### src/rtl/dual_rr_priority_encoder_pkg.sv
// Shared constants, width helper and mode encoding for the dual round-robin
// priority encoder.
package dual_prio_pkg;

    localparam int DEFAULT_N = 12;

    // Index width that stays at least one bit wide for tiny N.
    function automatic int idx_width(input int n);
        return (n <= 2) ? 1 : $clog2(n);
    endfunction

    typedef enum logic {
        MODE_FIXED = 1'b0,
        MODE_RR    = 1'b1
    } mode_e;

endpackage

### src/rtl/dual_rr_priority_encoder_search.sv
// Combinational search for the first two active requests, walking downward
// from a start index and wrapping from 0 back to N-1.
module dual_priority_search
    import dual_prio_pkg::*;
#(
    parameter  int N = DEFAULT_N,
    localparam int W = idx_width(N)
) (
    input  logic [N-1:0] i_req,
    input  logic [W-1:0] i_start,
    output logic [W-1:0] o_first,
    output logic         o_first_valid,
    output logic [W-1:0] o_second,
    output logic         o_second_valid
);

    // Index arithmetic wraps at N, not at 2^W.
    function automatic logic [W-1:0] wrap_sub(input logic [W-1:0] s, input int k);
        int t;
        t = int'(s) - k;
        if (t < 0) t = t + N;
        return W'(t);
    endfunction

    logic [N-1:0] w_rot;

    // Position k of w_rot is the k-th channel in search order.
    always_comb begin
        for (int k = 0; k < N; k++) begin
            w_rot[k] = i_req[wrap_sub(i_start, k)];
        end
    end

    always_comb begin
        o_first        = '0;
        o_first_valid  = 1'b0;
        o_second       = '0;
        o_second_valid = 1'b0;
        for (int k = 0; k < N; k++) begin
            if (w_rot[k]) begin
                if (!o_first_valid) begin
                    o_first_valid = 1'b1;
                    o_first       = wrap_sub(i_start, k);
                end else if (!o_second_valid) begin
                    o_second_valid = 1'b1;
                    o_second       = wrap_sub(i_start, k);
                end
            end
        end
    end

endmodule

### src/rtl/dual_rr_priority_encoder.sv
// Registered primary/backup grant encoder with fixed or round-robin priority;
// the pointer rotates so the acknowledged channel drops to lowest priority.
module dual_rr_priority_encoder
    import dual_prio_pkg::*;
#(
    parameter  int N = DEFAULT_N,
    localparam int W = idx_width(N)
) (
    input  logic         clk,
    input  logic         reset,
    input  logic [N-1:0] req,
    input  logic         mode,
    input  logic         ack,
    output logic [W-1:0] first,
    output logic         first_valid,
    output logic [W-1:0] second,
    output logic         second_valid
);

    logic [W-1:0] r_ptr;
    logic [W-1:0] w_next_ptr;
    logic [W-1:0] w_start;
    logic         w_rr;
    logic [W-1:0] w_first;
    logic         w_first_valid;
    logic [W-1:0] w_second;
    logic         w_second_valid;

    assign w_rr = (mode_e'(mode) == MODE_RR);

    // Ack only counts against a real grant in round-robin mode.
    always_comb begin
        w_next_ptr = r_ptr;
        if (w_rr && ack && first_valid) begin
            w_next_ptr = (first == '0) ? W'(N - 1) : first - 1'b1;
        end
    end

    assign w_start = w_rr ? w_next_ptr : W'(N - 1);

    dual_priority_search #(
        .N(N)
    ) u_search (
        .i_req         (req),
        .i_start       (w_start),
        .o_first       (w_first),
        .o_first_valid (w_first_valid),
        .o_second      (w_second),
        .o_second_valid(w_second_valid)
    );

    always_ff @(posedge clk) begin
        if (reset) begin
            r_ptr        <= W'(N - 1);
            first        <= '0;
            first_valid  <= 1'b0;
            second       <= '0;
            second_valid <= 1'b0;
        end else begin
            r_ptr        <= w_next_ptr;
            first        <= w_first;
            first_valid  <= w_first_valid;
            second       <= w_second;
            second_valid <= w_second_valid;
        end
    end

endmodule

### config.mk
export PLATFORM = sky130hd
export DESIGN_NAME = dual_rr_priority_encoder
export DESIGN_NICKNAME = d
export VERILOG_FILES = /design/src/rtl/dual_rr_priority_encoder_pkg.sv /design/src/rtl/dual_rr_priority_encoder_search.sv /design/src/rtl/dual_rr_priority_encoder.sv
export SDC_FILE = /design/constraint.sdc
export NUM_CORES = 1
export LEC_CHECK = 0
export CAP_MARGIN = 30
export CORE_MARGIN = 4
export CORE_UTILIZATION = 41
export CTS_CLUSTER_DIAMETER = 150
export DETAILED_ROUTE_END_ITERATION = 8
export DONT_BUFFER_PORTS = 1
export HOLD_SLACK_MARGIN = 0.06
export SLEW_MARGIN = 40
export SYNTH_ARGS = -nofsm -noshare
export SYNTH_HDL_FRONTEND = slang
export SYNTH_HIERARCHICAL = 1
export SYNTH_SLANG_ARGS = --single-unit
### constraint.sdc
create_clock -name clk -period 9.2 [get_ports clk]
set_clock_uncertainty 0.1 [all_clocks]
set_input_delay 1.38 -clock clk [delete_from_list [all_inputs] [get_ports clk]]
set_output_delay 1.38 -clock clk [all_outputs]
set_load 0.01 [all_outputs]
* Word level (Yosys, flattened, before mapping)
Cells that the tools add are included. Widths: inputs -> output; s select.
Word-level totals: bits in registers 14, input bits 16, output and inout port bits 10, word-level logic and storage cells 184
Operators by class: $add $sub $neg 24, order comparisons 24, mux-type cells 128, reductions and logical operators 3
Operators by type and width (number):
- $mux 4 | 70
- $lt 4x5->1 const B | 12
- $lt 5x1->1 const B | 11
- $bmux 1 s4 | 12
- $mux 1 | 46
- $add 4x3->4 const B | 11
- $sub 4x3->5 const B | 4
- $sub 4x4->5 const B | 4
- $sub 4x2->5 const B | 2
- $sub 4x1->5 const B | 1
- $add 4x4->4 const B | 1
- $logic_not 4->1 | 1
- $lt 4x1->1 const B | 1
- $sub 4x1->4 const B | 1
- $logic_and 1x1->1 | 2

* Depth between registers and ports, before layout
Gate-level depths: netlist of the first run.
word-level depth 41, gate-level depth with buffers 23

* Cells and area by module
Netlist of the first run, hierarchy kept.
Modules (own cells, without submodules):
- dual_priority_search | instances 1, cells each 385, area each 2921.6 sq um, seq. area each 0.0 sq um
- dual_rr_priority_encoder | instances 1, cells each 53, area each 524.3 sq um, seq. area each 280.3 sq um

* Worst setup path before layout of the first run
Ideal clock, no wire load.
path type input -> register, start input port ack, end register second[0], library setup time 66 ps, arrival 5721 ps, data required time 9034 ps, setup slack 3313 ps, cell stages on the path 18, buffers on the path 2, cell sequence nand3_1 > a211oi_1 > nor3b_1 > buf_4 > inv_2 > ha_1 > clkbuf_1 > nand2_1 > xor2_1 > mux2i_2 > nor4_1 > a221o_2 > a31oi_4 > nor3_1 > o21a_1 > o311a_1 > a31oi_1 > nor2b_1
On the way: word-level cells in the longest chain between the ends 41, elaborated cells on any way between the ends 138, those cells by class 23 x add/sub; 12 x order compare; 101 x mux; 2 x reduce/logical
Ends and longest elaborated chain:
- start, declared | RTL line dual_rr_priority_encoder.sv:13 | input logic ack,
- $logic_and 1x1->1 (*) (2 in series) | RTL line dual_rr_priority_encoder.sv:34 | if (w_rr && ack && first_valid) begin
- $mux 4 (*) | RTL line dual_rr_priority_encoder.sv:34
- $mux 4 (*) | RTL line dual_rr_priority_encoder.sv:39 | assign w_start = w_rr ? w_next_ptr : W'(N - 1);
- via w_start[2] | RTL line dual_rr_priority_encoder.sv:22 | logic [W-1:0] w_start;
- parallel branches: the longest is 36 deep, another holds $sub 4x1->5
- $mux 4 (*) | RTL line dual_rr_priority_encoder_search.sv:40 | if (w_rot[k]) begin
- via w_second[0] | RTL line dual_rr_priority_encoder.sv:26 | logic [W-1:0] w_second;
- end signal, assigned | RTL line dual_rr_priority_encoder.sv:63 | second <= w_second;
- end, declared | RTL line dual_rr_priority_encoder.sv:16 | output logic [W-1:0] second,
Mark *: on every way through the listed nets, which the timed path passes. The select of a mux whose other input is x is not followed. A chain may end at the register's enable or synchronous reset.

* Final worst setup path of the first run
start input port mode, end register second[0]
On the way: word-level cells in the longest chain between the ends 41, elaborated cells on any way between the ends 138, those cells by class 23 x add/sub; 12 x order compare; 101 x mux; 2 x reduce/logical
Ends and longest elaborated chain:
- start, declared | RTL line dual_rr_priority_encoder.sv:12 | input logic mode,
- $logic_and 1x1->1 (2 in series) | RTL line dual_rr_priority_encoder.sv:34
- $mux 4 | RTL line dual_rr_priority_encoder.sv:34
- $mux 4 (*) | RTL line dual_rr_priority_encoder.sv:39
- via w_start[1] | RTL line dual_rr_priority_encoder.sv:22
- parallel branches: the longest is 36 deep, another holds $sub 4x1->5
- $mux 4 (*) | RTL line dual_rr_priority_encoder_search.sv:40
- via w_second[0] | RTL line dual_rr_priority_encoder.sv:26
Marked as above.

==> impl_metrics.env, run 1 <==
export IMPL_initial_utilization=0.421
export IMPL_holdCritPathClass="flop to flop"
export IMPL_floorplan_die_height_um=99.7
export IMPL_synth_yosys_seq_area_share=0.0813
export IMPL_count_of_flip_flops_with_a_built_in_enable_after_synthesis=0
export IMPL_cp_cell_sequence="and3_1, o21ai_0, nand2_2, inv_1, ha_1, mux4_2, and2_1, o221a_4, a2111oi_4, a221o_2, a31oi_4, nor4_1, a31oi_1, o311a_1, a31oi_1, nor2b_1"
export IMPL_cts_made_buffers=3
export IMPL_switchingPower_w=0.000357
export IMPL_clk_insertion_delay_late_ps=240
export IMPL_core_mm2=0.00818
export IMPL_globalRoute_totalOverflow=0
export IMPL_path_clk_slew_ps=60
export IMPL_pin_count=26
export IMPL_regToRegStartpoint="first[0]$_SDFF_PP0_"
export IMPL_cp_start_kind="input port"
export IMPL_mostFrequentLayoutCell="nand2_1"
export IMPL_ctsResizeCount=0
export IMPL_req_time_crit_path_ps=9280
export IMPL_postCtsHoldBufs=0
export IMPL_clock_root_buffer="clkbuf_8"
export IMPL_final_net_count=455
export IMPL_dieWidth_um=99.7
export IMPL_hpwl_um=8540
export IMPL_synth_nets=470
export IMPL_synth_top_cell_by_area="dfxtp_1"
export IMPL_postCtsSetupBuffers=0
export IMPL_worstSetupEndpointType="flop"
export IMPL_top_cell_type_s_share_of_synthesized_area=0.0813
export IMPL_routed_wl_um=11100
export IMPL_synth_area_leaders="dfxtp_1, mux4_2, ha_1, a21oi_1, nand2_1"
export IMPL_final_cell_mix="nand2_1, nor2_1, a21oi_1"
export IMPL_finalHoldViolations=0
export IMPL_post_route_drc_count=0
export IMPL_final_antenna_net_count=0
export IMPL_p_total_w=0.000662
export IMPL_holdWs_ps=388
export IMPL_detailroute_via_count=3530
export IMPL_grt_total_usage=0.223
export IMPL_placement_setup_worst_slack_ps=2390
export IMPL_min_period_ps=6280
export IMPL_post_synth_inst_count=438
export IMPL_critPathArrivalTime_ps=6360
export IMPL_fp_row_count=33
export IMPL_combinationalPowerShare=0.772
export IMPL_largest_net_degree_at_the_start_of_global_routing=31
export IMPL_slew_headroom=0.487
export IMPL_fmaxAchievable_mhz=159
export IMPL_place_congestion=0.990
export IMPL_placedCellCount=523
export IMPL_power_share_switching=0.539
export IMPL_vias_in_the_first_global_route=3229
export IMPL_cts_path_max_buffers=2
export IMPL_crit_path_max_fanout=20
export IMPL_per_cell_routed_wire_length_um=21.1
export IMPL_critical_path_max_stage_delay_ps=720
export IMPL_final_instance_count_excl_fill=527
export IMPL_grt_setup_unrepaired="false"
export IMPL_grt_first_pass_wirelength_um=17900
export IMPL_synth_yosys_warnings=6
export IMPL_cell_repeated_most_along_the_worst_path="a31oi_1"
export IMPL_power_per_cell_area_mw_per_mm2=187
export IMPL_synth_async_sr_flop_share=0
export IMPL_cts_sinks=14
export IMPL_tritoncts="yes"
export IMPL_cp_startpoint="mode"
export IMPL_timing_worst_setup_path_type="input port to flop"
export IMPL_cell_type_of_the_slowest_stage_on_the_worst_timing_path="nor4_1"
export IMPL_htree_levels=1
export IMPL_min_from="r_ptr[3]$_SDFF_PP1_"
export IMPL_fraction_of_final_layout_cells_sized_beyond_drive_strength_1=0.166
export IMPL_drt_pass1_iterations=6
export IMPL_timing_max_cap_violations=0
export IMPL_fin_ws_ps=2920
export IMPL_synth_cell_type_count=90
export IMPL_setup_failing_eps_final=0
export IMPL_post_syn_area_per_cell_um2=7.87
export IMPL_die_area_mm2=0.00994
export IMPL_outcome="completed"
export IMPL_pwr_share_clk=0.090
export IMPL_synth_area_mm2=0.00345
export IMPL_p_int_w=0.000305
export IMPL_leakage_power_nw=1.30
export IMPL_ir_drop_uv=91.1
export IMPL_p_seq_frac=0.138
export IMPL_top_reg_cell_synth="dfxtp_1"
export IMPL_flow_area_growth_from_synthesis_pct=2.90
export IMPL_timing_worst_slew_pin_value_ps=759
export IMPL_io_buffer_count=0
export IMPL_synth_seq_cells=14
export IMPL_final_max_slew_violation_count=0
export IMPL_routed_via_density=6.70
export IMPL_drt_initial_drc_count=347
export IMPL_grt_antenna_before_repair=0
export IMPL_setup_tns_final_ps=0
export IMPL_fin_crit_sh=0.683
export IMPL_antenna_diode_count=0
stage by stage:
stage,util,instance area (um^2)
after floorplan,-,3450
after global placement,0.426,3480
after detailed placement,0.426,3480
after CTS,0.433,3540
after global routing,0.434,3550
final,0.434,3550
cells by family after synthesis:
family                   count (synthesis)  share of synthesized area
buffers and inverters                   34                     0.0508
XOR/XNOR                                20                     0.0574
AND/OR/NAND/NOR                        184                      0.312
AO/OA/AOI/OAI                          136                      0.292
multiplexers                            34                      0.149
adder cells (fa/ha/maj)                 16                     0.0581
flip-flops                              14                     0.0813
cell usage after synthesis (5+ instances only):
cell	instances
a211oi_1	7
a21oi_1	28
a31oi_1	10
and3_1	7
buf_2	11
clkbuf_1	6
dfxtp_1	14
ha_1	16
inv_1	8
mux2_2	8
mux2i_1	12
mux4_2	10
nand2_1	35
nand2b_1	9
nand3_1	19
nand4_1	6
nor2_1	31
nor2b_1	15
nor3_1	17
nor4_1	6
o21ai_0	20
o31ai_1	5
xnor2_1	10
xor2_1	7
path summary, 6_finish.rpt:
path | to | slack, ps | depth (start not counted)
max | second[0]$_SDFF_PP0_ | 2920 | 16
min | r_ptr[3]$_SDFF_PP1_ | 390 | 2
max reg2reg | second[0]$_SDFF_PP0_ | 3280 | 19
min reg2reg | r_ptr[3]$_SDFF_PP1_ | 390 | 2
critical path: cells and delay by family:
family                   cells  cell delay, ps
AO/OA/AOI/OAI                8            1800
adder cells (fa/ha/maj)      1             520
buffers and inverters        1             390
multiplexers                 1             620
AND/OR/NAND/NOR              5            1630
flip-flops by register name (all words and copies together) (netlist names):
register and count:
first_valid 1, first 4, second 4, r_ptr 4, second_valid 1
power groups by stage:
stage	combinational [W]	clock, W	sequential [W]
floorplan	0.000393	0	0.0000896
global placement	0.000497	0	0.0000932
detailed placement	0.000496	0	0.0000931
CTS	0.000498	0.0000605	0.0000917
global route	0.000550	0.0000629	0.0000934
finish	0.000511	0.0000596	0.0000913
metal layers:
layer  GRT usage  vias up  wire [um]
met5           0        -          0
met4      0.0735        0        355
met3      0.0175       27        800
met2       0.343      167       4850
met1       0.326     1679       5090
li1            -     1657          -
final cells by class:
class	instances	area (um^2)
Fill cell	858	4630
Multi-Input combinational cell	390	3010
Sequential cell	14	280
Tap cell	105	131
Clock buffer	4	55.1
Inverter	10	37.5
Timing Repair Buffer	4	30.0
Power figures use the tool's default switching activity.
==> inputs of run 2 (changes only) <==
- clock period: 9.2 -> 5.3 ns (I/O delays scaled with it)
==> run 2 against run 1 <==
Against the previous run: cell count is 6.1% higher; largest power group unchanged; core utilization is 3.9 points higher; via count is 0.31% lower; critical endpoint is now second[1]$_SDFF_PP0_; critical path type is now flop to flop.
==> impl_metrics.env, run 2 (synthesis results as in run 1) <==
export IMPL_grt_first_pass_wirelength_um=18100
export IMPL_grt_total_usage=0.224
export IMPL_power_share_switching=0.517
export IMPL_core_mm2=0.00818
export IMPL_reg2regPathDepth=21
export IMPL_holdWs_ps=388
export IMPL_cp_start_kind="flop"
export IMPL_io_buffer_count=0
export IMPL_slew_headroom=0.571
export IMPL_floorplan_die_height_um=99.7
export IMPL_finalCoreUtilization=0.473
export IMPL_globalRoute_totalOverflow=0
export IMPL_cts_path_max_buffers=2
export IMPL_per_cell_routed_wire_length_um=19.8
export IMPL_final_cell_mix="nand2_1, buf_4, nor2_1"
export IMPL_dieWidth_um=99.7
export IMPL_pwr_share_clk=0.082
export IMPL_timing_worst_setup_path_type="flop to flop"
export IMPL_worst_hold_path_num_cells=2
export IMPL_detailed_place_area_mm2=0.00369
export IMPL_setup_failing_eps_final=0
export IMPL_worstSetupEndpointType="flop"
export IMPL_fin_crit_sh=0.949
export IMPL_switchingPower_w=0.000635
export IMPL_timing_max_cap_violations=0
export IMPL_fmaxAchievable_mhz=199
export IMPL_p_seq_frac=0.128
export IMPL_grt_antenna_before_repair=0
export IMPL_pin_count=26
export IMPL_leakage_power_nw=1.47
export IMPL_holdCritPathClass="flop to flop"
export IMPL_fp_row_count=33
export IMPL_layout_top_registers="first x4, r_ptr x4, second x4"
export IMPL_final_antenna_net_count=0
export IMPL_tritoncts="yes"
export IMPL_detailroute_via_count=3519
export IMPL_outcome="completed"
export IMPL_min_from="r_ptr[3]$_SDFF_PP1_"
export IMPL_finalHoldViolations=0
export IMPL_clock_root_buffer="clkbuf_8"
export IMPL_clk_insertion_delay_late_ps=240
export IMPL_die_area_mm2=0.00994
export IMPL_ir_drop_uv=141
export IMPL_hpwl_um=8830
export IMPL_rr_endpoint="second[1]$_SDFF_PP0_"
export IMPL_p_int_w=0.000593
export IMPL_antenna_diode_count=0
export IMPL_fraction_of_final_layout_cells_sized_beyond_drive_strength_1=0.253
export IMPL_flow_area_growth_from_synthesis_pct=12.2
export IMPL_regToRegSetupSlack_ps=270
export IMPL_finalInstanceArea_mm2=0.00387
export IMPL_power_per_cell_area_mw_per_mm2=318
export IMPL_vias_in_the_first_global_route=3447
export IMPL_combinationalPowerShare=0.790
export IMPL_regToRegStartpoint="first[0]$_SDFF_PP0_"
export IMPL_drt_initial_drc_count=245
export IMPL_worst_hold_path_endpoint="r_ptr[3]$_SDFF_PP1_"
export IMPL_initial_utilization=0.421
export IMPL_htree_levels=1
export IMPL_final_max_slew_violation_count=0
export IMPL_critPathArrivalTime_ps=5070
export IMPL_routed_wl_um=11100
export IMPL_min_period_ps=5030
export IMPL_timing_worst_slew_pin_value_ps=644
export IMPL_cts_made_buffers=3
export IMPL_place_congestion=0.994
export IMPL_final_net_count=487
export IMPL_req_time_crit_path_ps=5340
export IMPL_routed_via_density=6.30
export IMPL_drt_pass1_iterations=5
export IMPL_crit_path_max_fanout=9
export IMPL_post_route_drc_count=0
export IMPL_path_clk_slew_ps=60
export IMPL_cts_sinks=14
export IMPL_largest_net_degree_at_the_start_of_global_routing=23
## run 2: cell count changes in the layout (fill, tap and decap cells not counted), moves of 2 or more
| cell | delta |
|---|---|
| and2_1 | -2 |
| a31oi_2 | +2 |
| ha_1 | -3 |
| ha_2 | +3 |
| a31oi_1 | -2 |
| buf_4 | +31 |
## run 2: area by class of cell
| class | instances | area, um^2 |
|---|---|---|
| well taps | 105 | 131 |
| repair buffers | 36 | 278 |
| flip-flops and latches | 14 | 280 |
| fillers | 820 | 4310 |
| multi-input cells | 390 | 3080 |
| inverters | 10 | 37.5 |
| clock buffers | 4 | 55.1 |
## run 2: worst max path at each step
| stage | startpoint | end | slack [ps] | cells past startpoint |
|---|---|---|---|---|
| after global placement | mode | second[2]$_SDFF_PP0_ | 7 | 15 |
| after CTS | first[0]$_SDFF_PP0_ | second[2]$_SDFF_PP0_ | 60 | 17 |
| after floorplan | mode | second[0]$_SDFF_PP0_ | 200 | 18 |
| final | first[0]$_SDFF_PP0_ | second[1]$_SDFF_PP0_ | 270 | 21 |
| after global routing | first[0]$_SDFF_PP0_ | second[1]$_SDFF_PP0_ | -20 | 21 |
| after detailed placement | mode | second[3]$_SDFF_PP0_ | 30 | 18 |
## run 2: power by group through the flow
| stage | clock network (W) | registers, W | logic, W |
|---|---|---|---|
| after floorplan | 0 | 0.000156 | 0.000683 |
| after global placement | 0 | 0.000162 | 0.000913 |
| after detailed placement | 0 | 0.000161 | 0.000911 |
| after CTS | 0.000106 | 0.000158 | 0.000917 |
| after global routing | 0.000111 | 0.000161 | 0.00105 |
| final | 0.000101 | 0.000157 | 0.000970 |
## run 2: timing repair
item                                    in CTS  in global routing
resized for setup                            0                 19
endpoints found under the setup margin       0                  7
buffers inserted                             0                  5
hold buffers                                 0                  0
## run 2: critical path: stages (launching register included)
cell and delay (ps):
dfxtp_1 360, inv_1 70, ha_1 200, or3b_1 350
a31oi_1 200, nand2b_1 200, inv_1 140, ha_2 360
buf_4 180, mux4_1 310, a21bo_2 280, a21oi_4 330
nor3_1 90, a221o_2 420, a31oi_4 220, buf_4 200
nor4_1 60, buf_4 170, a31o_2 220, o31ai_1 240
a21boi_1 90, nor2b_1 140
## run 2: per-stage QoR
step | instances | worst slack, ps | setup TNS (ps) | power (W)
detailed placement | 550 | 25.3 | 0 | 0.00107
global placement | 550 | 6.80 | 0 | 0.00107
global route | 559 | -19.3 | -19.3 | 0.00132
finish | 559 | 269 | 0 | 0.00123
CTS | 554 | 64.0 | 0 | 0.00118
floorplan | 438 | 200 | 0 | 0.000838
## run 2: metal layers
metal | wire, um | part of all wire | track usage | up-vias
met4 | 340 | 0.031 | 0.0714 | 0
met3 | 618 | 0.056 | 0.0372 | 29
met1 | 5030 | 0.45 | 0.300 | 1658
met5 | 0 | 0 | 0 | -
met2 | 5100 | 0.46 | 0.366 | 119
li1 | - | - | - | 1713
